--- config.mk ---
export PLATFORM = sky130hd
export DESIGN_NAME = uart_tx_scheduler
export DESIGN_NICKNAME = d
export VERILOG_FILES = /design/src/rtl/uart_pkg.sv /design/src/rtl/sync_fifo.sv /design/src/rtl/uart_tx_scheduler.sv
export SDC_FILE = /design/constraint.sdc
export NUM_CORES = 1
export LEC_CHECK = 0
export BUFFER_PORTS_ARGS = -buffer_cell sky130_fd_sc_hd__buf_2
export CAP_MARGIN = 25
export CORE_MARGIN = 1
export CORE_UTILIZATION = 58
export CTS_CLUSTER_SIZE = 28
export DETAILED_ROUTE_END_ITERATION = 10
export PLACE_DENSITY = 0.78
export SLEW_MARGIN = 20
export SYNTH_ARGS = -nofsm -noshare
export SYNTH_HDL_FRONTEND = slang
export SYNTH_SLANG_ARGS = --single-unit
--- constraint.sdc ---
create_clock -name clk -period 3.1 [get_ports clk]
set_input_delay 0.31 -clock clk [delete_from_list [all_inputs] [get_ports clk]]
set_output_delay 0.31 -clock clk [all_outputs]
set_load 0.01 [all_outputs]
--- src/rtl/uart_pkg.sv ---
// Shared definitions for the UART transmit scheduler: byte width default,
// scheduler state encoding and the byte-source identifiers used by the arbiter.
package uart_pkg;

  localparam int UART_DATA_W = 8;

  typedef enum logic [2:0] {
    ST_IDLE,
    ST_ARM,
    ST_HOLD,
    ST_WAIT_BUSY,
    ST_WAIT_DONE
  } tx_state_t;

  typedef enum logic {
    SRC_ECHO,
    SRC_RSP
  } src_t;

endpackage

--- src/rtl/sync_fifo.sv ---
// Single-clock FIFO with a combinational head read.
// A push and a pop in the same cycle are both honoured, even when the FIFO is full.
module sync_fifo #(
  parameter int DATA_W  = 8,
  parameter int FIFO_AW = 3
) (
  input  logic               clk,
  input  logic               reset,
  input  logic               push,
  input  logic [DATA_W-1:0]  wr_data,
  input  logic               pop,
  output logic [DATA_W-1:0]  rd_data,
  output logic [FIFO_AW:0]   count,
  output logic               full,
  output logic               empty
);

  localparam int                 DEPTH   = 1 << FIFO_AW;
  localparam logic [FIFO_AW:0]   DEPTH_C = (FIFO_AW + 1)'(DEPTH);

  logic [DATA_W-1:0]  mem [DEPTH];
  logic [FIFO_AW-1:0] wr_ptr;
  logic [FIFO_AW-1:0] rd_ptr;
  logic               do_push;
  logic               do_pop;

  assign full    = (count == DEPTH_C);
  assign empty   = (count == '0);
  assign do_pop  = pop && !empty;
  assign do_push = push && (!full || do_pop);
  assign rd_data = mem[rd_ptr];

  // NOTE: the storage array has no reset; emptiness is tracked by count alone,
  // so clearing the array would cost flops without changing behaviour.
  always_ff @(posedge clk) begin
    if (do_push) mem[wr_ptr] <= wr_data;
  end

  // NOTE: all state updates use non-blocking assignments so every register
  // samples the values from before this edge, independent of statement order.
  always_ff @(posedge clk) begin
    if (reset) begin
      wr_ptr <= '0;
      rd_ptr <= '0;
      count  <= '0;
    end else begin
      if (do_push) wr_ptr <= wr_ptr + 1'b1;
      if (do_pop)  rd_ptr <= rd_ptr + 1'b1;
      case ({do_push, do_pop})
        2'b10:   count <= count + 1'b1;
        2'b01:   count <= count - 1'b1;
        default: count <= count;
      endcase
    end
  end

endmodule

--- src/rtl/uart_tx_scheduler.sv ---
// Arbitrates uart_tx between buffered RX echo bytes and BDC response bytes,
// launching each byte with a tx_start pulse aligned to the TX baud tick.
module uart_tx_scheduler
  import uart_pkg::*;
#(
  parameter int DATA_W   = UART_DATA_W,
  parameter int FIFO_AW  = 3,
  parameter int BUSY_TMO = 4
) (
  input  logic               clk,
  input  logic               reset,
  input  logic               rx_valid,
  input  logic [DATA_W-1:0]  rx_data,
  input  logic               rsp_valid,
  input  logic [DATA_W-1:0]  rsp_data,
  output logic               rsp_ready,
  input  logic               txclk_tick,
  input  logic               tx_busy,
  output logic               tx_start,
  output logic [DATA_W-1:0]  tx_data,
  output logic [FIFO_AW:0]   fifo_count,
  output logic               overflow,
  output logic               tx_timeout
);

  localparam int                 TMO_W    = $clog2(BUSY_TMO + 1);
  localparam logic [TMO_W-1:0]   TMO_LAST = TMO_W'(BUSY_TMO - 1);

  tx_state_t          state, state_nx;
  src_t               last_grant, last_grant_nx;
  logic [DATA_W-1:0]  tx_data_nx;
  logic               tx_start_nx;
  logic               busy_seen, busy_seen_nx;
  logic [TMO_W-1:0]   tmo_cnt, tmo_cnt_nx;
  logic               timeout_set;

  logic [DATA_W-1:0]  fifo_rd_data;
  logic               fifo_full;
  logic               fifo_empty;
  logic               grant_ok;
  logic               pick_echo;
  logic               grant_echo;
  logic               grant_rsp;

  sync_fifo #(
    .DATA_W  (DATA_W),
    .FIFO_AW (FIFO_AW)
  ) u_fifo (
    .clk     (clk),
    .reset   (reset),
    .push    (rx_valid),
    .wr_data (rx_data),
    .pop     (grant_echo),
    .rd_data (fifo_rd_data),
    .count   (fifo_count),
    .full    (fifo_full),
    .empty   (fifo_empty)
  );

  // Round-robin: with both sources pending, the one not granted last wins.
  assign grant_ok   = (state == ST_IDLE) && !tx_busy && (!fifo_empty || rsp_valid);
  assign pick_echo  = !fifo_empty && (!rsp_valid || last_grant == SRC_RSP);
  assign grant_echo = grant_ok && pick_echo;
  assign grant_rsp  = grant_ok && !pick_echo;
  assign rsp_ready  = grant_rsp && !reset;

  // NOTE: every signal assigned in this block gets a default first, so no
  // path leaves a value unassigned and no latch is inferred.
  always_comb begin
    state_nx      = state;
    last_grant_nx = last_grant;
    tx_data_nx    = tx_data;
    tx_start_nx   = tx_start;
    busy_seen_nx  = busy_seen;
    tmo_cnt_nx    = tmo_cnt;
    timeout_set   = 1'b0;

    case (state)
      ST_IDLE: begin
        if (grant_ok) begin
          tx_data_nx    = grant_echo ? fifo_rd_data : rsp_data;
          last_grant_nx = grant_echo ? SRC_ECHO : SRC_RSP;
          state_nx      = ST_ARM;
        end
      end
      ST_ARM: begin
        if (txclk_tick) begin
          tx_start_nx  = 1'b1;
          busy_seen_nx = 1'b0;
          state_nx     = ST_HOLD;
        end
      end
      ST_HOLD: begin
        if (tx_busy) busy_seen_nx = 1'b1;
        if (txclk_tick) begin
          tx_start_nx = 1'b0;
          tmo_cnt_nx  = '0;
          state_nx    = (busy_seen || tx_busy) ? ST_WAIT_DONE : ST_WAIT_BUSY;
        end
      end
      ST_WAIT_BUSY: begin
        if (tx_busy) begin
          state_nx = ST_WAIT_DONE;
        end else if (txclk_tick) begin
          if (tmo_cnt == TMO_LAST) begin
            timeout_set = 1'b1;
            state_nx    = ST_IDLE;
          end else begin
            tmo_cnt_nx = tmo_cnt + 1'b1;
          end
        end
      end
      ST_WAIT_DONE: begin
        // Busy has already been seen high, so a low level is its falling edge.
        if (!tx_busy) state_nx = ST_IDLE;
      end
      default: state_nx = ST_IDLE;
    endcase
  end

  always_ff @(posedge clk) begin
    if (reset) begin
      state      <= ST_IDLE;
      last_grant <= SRC_RSP;
      tx_data    <= '0;
      tx_start   <= 1'b0;
      busy_seen  <= 1'b0;
      tmo_cnt    <= '0;
      tx_timeout <= 1'b0;
      overflow   <= 1'b0;
    end else begin
      state      <= state_nx;
      last_grant <= last_grant_nx;
      tx_data    <= tx_data_nx;
      tx_start   <= tx_start_nx;
      busy_seen  <= busy_seen_nx;
      tmo_cnt    <= tmo_cnt_nx;
      if (timeout_set) tx_timeout <= 1'b1;
      // A pop in the same cycle frees a slot, so only an unpopped full FIFO drops.
      if (rx_valid && fifo_full && !grant_echo) overflow <= 1'b1;
    end
  end

endmodule

* Word-level counts from Yosys, hierarchy flattened
Memory sizes are Yosys's and may differ from the RTL's. A register that Yosys moved wholly into a read port is not among the register bits. Index checks and enable logic that the tools add are counted.
Operators by class: eq/ne operators 18, reductions and logical operators 31, add/sub/neg operators 5, muxes and demuxes 30
Operators with widths (number):
- $mux W3 | 14
- $ne A2 B2 Y1 const B | 8
- $pmux W3 S5 | 1
- $logic_and A1 B1 Y1 | 10
- $mux W1 | 10
- $add A3 B1 Y3 const B | 3
- $eq A3 B2 Y1 const B | 3
- $mux W8 | 1
- $pmux W4 S2 | 1
- $logic_not A1 Y1 | 7
- $ne A3 B3 Y1 const B | 2
- $pmux W3 S2 | 1
- $reduce_and A3 Y1 | 2
- $reduce_and A6 Y1 | 1
- $reduce_bool A2 Y1 | 3
- $reduce_and A5 Y1 | 1
- $add A4 B1 Y4 const B | 1
- $eq A4 B4 Y1 const B | 1
- $logic_not A4 Y1 | 1
- $logic_or A1 B1 Y1 | 4
- $pmux W1 S2 | 2
- $sub A4 B1 Y4 const B | 1
- $eq A3 B1 Y1 const B | 1
- $eq A3 B3 Y1 const B | 1
- other kinds (4) | 4
Storage, ports and cells: bits of input ports 22, bits in registers 29, output and inout port bits 16, memory bits (writable) 64, memories 1
Memory list:
- u_fifo.mem | words 8, bits a word 8, read ports 1, clocked after Yosys merged registers in 1, wr ports 1, RTL line sync_fifo.sv:21 | logic [DATA_W-1:0] mem [DEPTH];

* Logic depth before layout (Yosys ltp)
depth in word-level cells 10, mapped depth 9, gate-level depth less buffers 8

* By module
From an unflattened synthesis, not the netlist that was laid out.
Unflattened totals: cell total of the unflattened synthesis 303, area, all modules 4271.6 um^2
Modules (own cells, without submodules):
- sync_fifo | seq. area each 2182.1 um^2, times used 1, area each 3215.6 um^2, cells an instance 179
- uart_tx_scheduler | seq. area each 380.4 um^2, times used 1, area each 1056.0 um^2, cells an instance 124

* Worst setup path before layout
Ideal clock, no wire load.
kind flip-flop to flip-flop, from register state[2], to register u_fifo.count[2], setup slack 0.730 ns, data required time 2.979 ns, cell stages (with the launch flop) 10, arrival 2.249 ns, cells stage by stage dfxtp_1 buf_6 or4_4 nor4_2 xnor2_1 ha_1 or3_1 nor4_1 a31oi_1 mux2_2
On the way: word-level cells in the longest chain between the ends 9
RTL lines:
- start, declared | RTL line uart_tx_scheduler.sv:29 | tx_state_t state, state_nx;
- start signal, assigned | RTL line uart_tx_scheduler.sv:132 | state <= state_nx;
- $logic_not A3 Y1 (*) | RTL line uart_tx_scheduler.sv:61 | assign grant_ok = (state == ST_IDLE) && !tx_busy && (!fifo_empty || rsp_valid);
- $logic_and A1 B1 Y1 (*) (2 in a row) | RTL line uart_tx_scheduler.sv:61
- $logic_and A1 B1 Y1 (*) | RTL line uart_tx_scheduler.sv:63 | assign grant_echo = grant_ok && pick_echo;
- $logic_and A1 B1 Y1 (*) | RTL line sync_fifo.sv:29 | assign do_pop = pop && !empty;
- $logic_or A1 B1 Y1 | RTL line sync_fifo.sv:30 | assign do_push = push && (!full || do_pop);
- $logic_and A1 B1 Y1 | RTL line sync_fifo.sv:30
- $eq A2 B1 Y1 or $eq A2 B2 Y1 (tied branches) | RTL line sync_fifo.sv:49 | case ({do_push, do_pop})
- $pmux W4 S2 or $reduce_bool A2 Y1 (tied branches)
- end signal, assigned | RTL line sync_fifo.sv:50 | 2'b10: count <= count + 1'b1;
- end signal, assigned | RTL line sync_fifo.sv:51 | 2'b01: count <= count - 1'b1;
- end signal, assigned | RTL line sync_fifo.sv:52 | default: count <= count;
- end, declared | RTL line sync_fifo.sv:13 | output logic [FIFO_AW:0] count,
Every way passes the cells marked *; elsewhere a longest branch is shown, timed or not. A chain may end at the register's enable or synchronous reset.

* Worst setup path after layout
from register state[0], to register u_fifo.count[2]
The elaborated chain is that of the path after synthesis.

==> metrics list <==
- Detailed-placement wirelength estimate: 5.050 mm
* Starting DRT DRC Count: 201
- Inserted Clock Buffers: 9
* Share of power burned in combinational logic: 22.1%
- Yosys printed 0 warnings.
- Max-capacitance violation count: 0
* Syn_area_per_cell: 13.94 um^2
- Headroom to the max-slew limit: 45.88%
- Standard-cell rows: 30
* Die extent in x: 85.77 um
- The floorplan step defined a die boundary enclosing 7356 um^2.
- Congestion Overflow GR: 0
- Prior to clock tree synthesis, the placed netlist has a worst setup slack of 0.4545 ns.
- Using the TritonRoute via totals, the vias-per-cell ratio works out to 5.795.
* Detailed-route wire length: 7.436 mm
- Clock-pin slew was measured on the worst setup and hold paths at 0.10 ns.
- Number of setup buffers added after CTS: 0
- Diodes inserted: 0
* Portion of the post-synthesis area used by sequential elements: 62.96%
- Share of cells above drive strength 1: 27.22%
* Number of buffers added to fix hold violations after cts: 0
- Summing over every cut layer, the via total after detailed routing is 2,515.
- The initial antenna violation count is 0.
* Type of the worst min-delay path: in -> reg
- Transition at the pin with the smallest max-transition slack: 0.8107 ns
- Result of the run: completed
- Synthesis produced 292 cells.
- Clock tree synthesis found a total of 96 sinks.
- Post-synthesis to final-layout area growth: 11.44%
- Maximum fanout encountered on the critical timing path: 14
- Cell accounting for the most synthesized area: sky130_fd_sc_hd__edfxtp_1
- Fin crit share: 86.29%
* Pin count of the biggest net entering global routing: 36
- The count of nets left with antenna violations once routing finished came out at 0.
- For this design the ratio of total power to cell area is 648.8 nW/um^2.
- Placed Area: 4363 um^2
- Global-route wire length before repair: 11.43 mm
- Fmax: 373.9 MHz
- Data arrives at the worst endpoint at 2.91 ns.
- Area share of the largest cell type after synthesis: 47.22%
- Share of total power consumed by net switching: 29.73%
- The final count of hold timing violations was 0.
- The clock passes through at most 2 buffers.
- Setup repair after global routing left no endpoint under its margin.
* Max Transition Viols Final: 0
- Counting flops with an async set or reset pin after synthesis yields a share of 0%.
- Average wire per standard cell: 17.13 um
* Total I/O pin count: 38
* Total internal power: 2.068 mW
* Part of the total power dissipated in sequential elements: 53.5%
- CTS tree: yes
* Setup WS post-layout: 0.4251 ns
* CTS Root Cell: sky130_fd_sc_hd__clkbuf_8
* Flop and latch count out of synthesis: 96
- The floorplan step set the die height to 85.77 um.
- The library cell used most frequently in the layout, excluding fill and tap cells, is sky130_fd_sc_hd__edfxtp_1.
- Summing every instance area after synthesis gives 4070 um^2.
- Global routing used 21.15% of the available tracks across all layers.
- Startpoint type of the worst setup path: flop
- The synthesized netlist contains 49 unique library cells.
* Worst setup path category: reg -> reg
- The synthesized design contains 64 enable-type register cells.
- GPL Wtd Cong: 0.8191
- After detailed routing, the number of remaining DRC violations is 0.
- The via count of the first global-routing pass is 2,301.
- The number of gates resized after CTS was 0.
* Number of optimization iterations in the first detailed-route pass: 4
- Clock network power share: 24.4%
- Setup TNS: 0 ns
- Worst voltage drop across the vdd grid: 0.3730 mV
- Crit. End Element: flop
- CTS built an H-tree with a depth of 3.
- In the final design database the tool counted 360 nets.
* Post-route total power: 2.943 mW
- Leakage component of the power: 1.547 nW
- For the worst setup path, the data required time is 3.34 ns.
- Later-pin clock latency in the skew report: 0.34 ns
- The number of nets handed over by synthesis was 319.
- In the synthesized netlist the dominant register cell turns out to be sky130_fd_sc_hd__edfxtp_1.
* Dominant cells by area after synthesis: sky130_fd_sc_hd__edfxtp_1 (47%), sky130_fd_sc_hd__dfxtp_1 (16%), sky130_fd_sc_hd__mux4_2 (8.9%)
* Number of setup violations in the final report: 0
- For this run, the share of the core covered by cells in the final layout is 66.76%.
- Quantity of I/O buffers inserted on ports: 37
- The finished cells cover 4536 um^2.
- Net Switching: 0.8750 mW
* Largest clock skew in the final design: 0.01350 ns
- Leaving out fill and tap cells, the most frequent cells in the layout are sky130_fd_sc_hd__edfxtp_1 (64), sky130_fd_sc_hd__buf_2 (37), sky130_fd_sc_hd__dfxtp_1 (32).
- Core region area: 6794 um^2
* Starting density of the core: 59.91%
- After layout, the minimum clock period comes to 2.675 ns.
per-layer routing:
layer	vias up	wire [um]	GRT usage, %
met5	-	0	0
met4	0	78	8.182
met3	6	322	3.369
met2	72	3654	33.96
met1	1241	3380	29.42
li1	1196	-	-
kinds of logic (layout without fill, tap and decap cells):
logic type	Yosys count	in the layout	synth area share, %
flip-flops	96	96	62.96
multiplexers	29	29	12.36
AO/OA/AOI/OAI	48	48	7.501
AND/OR/NAND/NOR	88	88	12.39
buffers and inverters	23	69	2.613
XOR/XNOR	3	3	0.6457
adder cells (fa/ha/maj)	5	5	1.537
worst paths after layout:
kind                                                     end                     from  slack (ns)  depth (start not counted)
worst max-delay path            u_fifo.count[2]$_SDFFE_PP0P_    state[0]$_SDFFE_PP0P_        0.43                          8
worst max register to register  u_fifo.count[2]$_SDFFE_PP0P_    state[0]$_SDFFE_PP0P_        0.43                          8
worst min-delay path                 tx_data[2]$_SDFFE_PP0P_              rsp_data[2]        0.23                          3
worst min register to register       tx_data[2]$_SDFFE_PP0P_  tx_data[2]$_SDFFE_PP0P_        0.47                          2
critical path: stages, from the launching register on:
cell and delay (ns):
sky130_fd_sc_hd__dfxtp_1 0.46, sky130_fd_sc_hd__or4_4 0.64, sky130_fd_sc_hd__nor4_2 0.29, sky130_fd_sc_hd__xnor2_1 0.11, sky130_fd_sc_hd__ha_1 0.20, sky130_fd_sc_hd__or3_1 0.30
sky130_fd_sc_hd__nor4_1 0.17, sky130_fd_sc_hd__a31oi_1 0.09, sky130_fd_sc_hd__mux2_2 0.29
final cells by class:
class,instances,area [um^2]
clock buffers,11,131.4
clock inverters,5,41.29
fillers,487,2258
inverters,7,26.28
multi-input cells,173,1401
flip-flops and latches,96,2562
well taps,96,120.1
repair buffers,46,252.7
per-stage QoR:
step	hold WS (ns)	cells
finish	0.2330	434
floorplan	0.4089	292
global route	0.2338	434
global placement	0.4520	418
detailed placement	0.4620	418
CTS	0.2245	434
cell usage after synthesis (4+ instances only):
cell type,number
sky130_fd_sc_hd__a211oi_1,8
sky130_fd_sc_hd__a21oi_1,14
sky130_fd_sc_hd__a31oi_1,6
sky130_fd_sc_hd__clkbuf_1,7
sky130_fd_sc_hd__dfxtp_1,32
sky130_fd_sc_hd__edfxtp_1,64
sky130_fd_sc_hd__ha_1,5
sky130_fd_sc_hd__inv_1,7
sky130_fd_sc_hd__mux2_2,9
sky130_fd_sc_hd__mux4_2,16
sky130_fd_sc_hd__nand2_1,20
sky130_fd_sc_hd__nand2b_1,6
sky130_fd_sc_hd__nand3_1,6
sky130_fd_sc_hd__nor2_1,24
sky130_fd_sc_hd__nor2b_1,5
sky130_fd_sc_hd__o21ai_0,9
sky130_fd_sc_hd__or3_1,4
power by group through the flow:
stage	logic (mW)	clock network [mW]	registers, mW
after detailed placement	0.654	0	1.60
after floorplan	0.486	0	1.58
after global routing	0.717	0.785	1.59
after global placement	0.636	0	1.59
after CTS	0.656	0.730	1.57
final	0.651	0.718	1.57
flip-flops by register name (all words and copies together) (netlist names), named ones only:
signal and count:
u_fifo.count 4, tmo_cnt 3, tx_data 8, u_fifo.wr_ptr 3, u_fifo.rd_ptr 3, state 3, tx_start 1, busy_seen 1
overflow 1, u_fifo.mem 64, tx_timeout 1, last_grant 1
No activity file was read; power rests on OpenSTA's default activity.
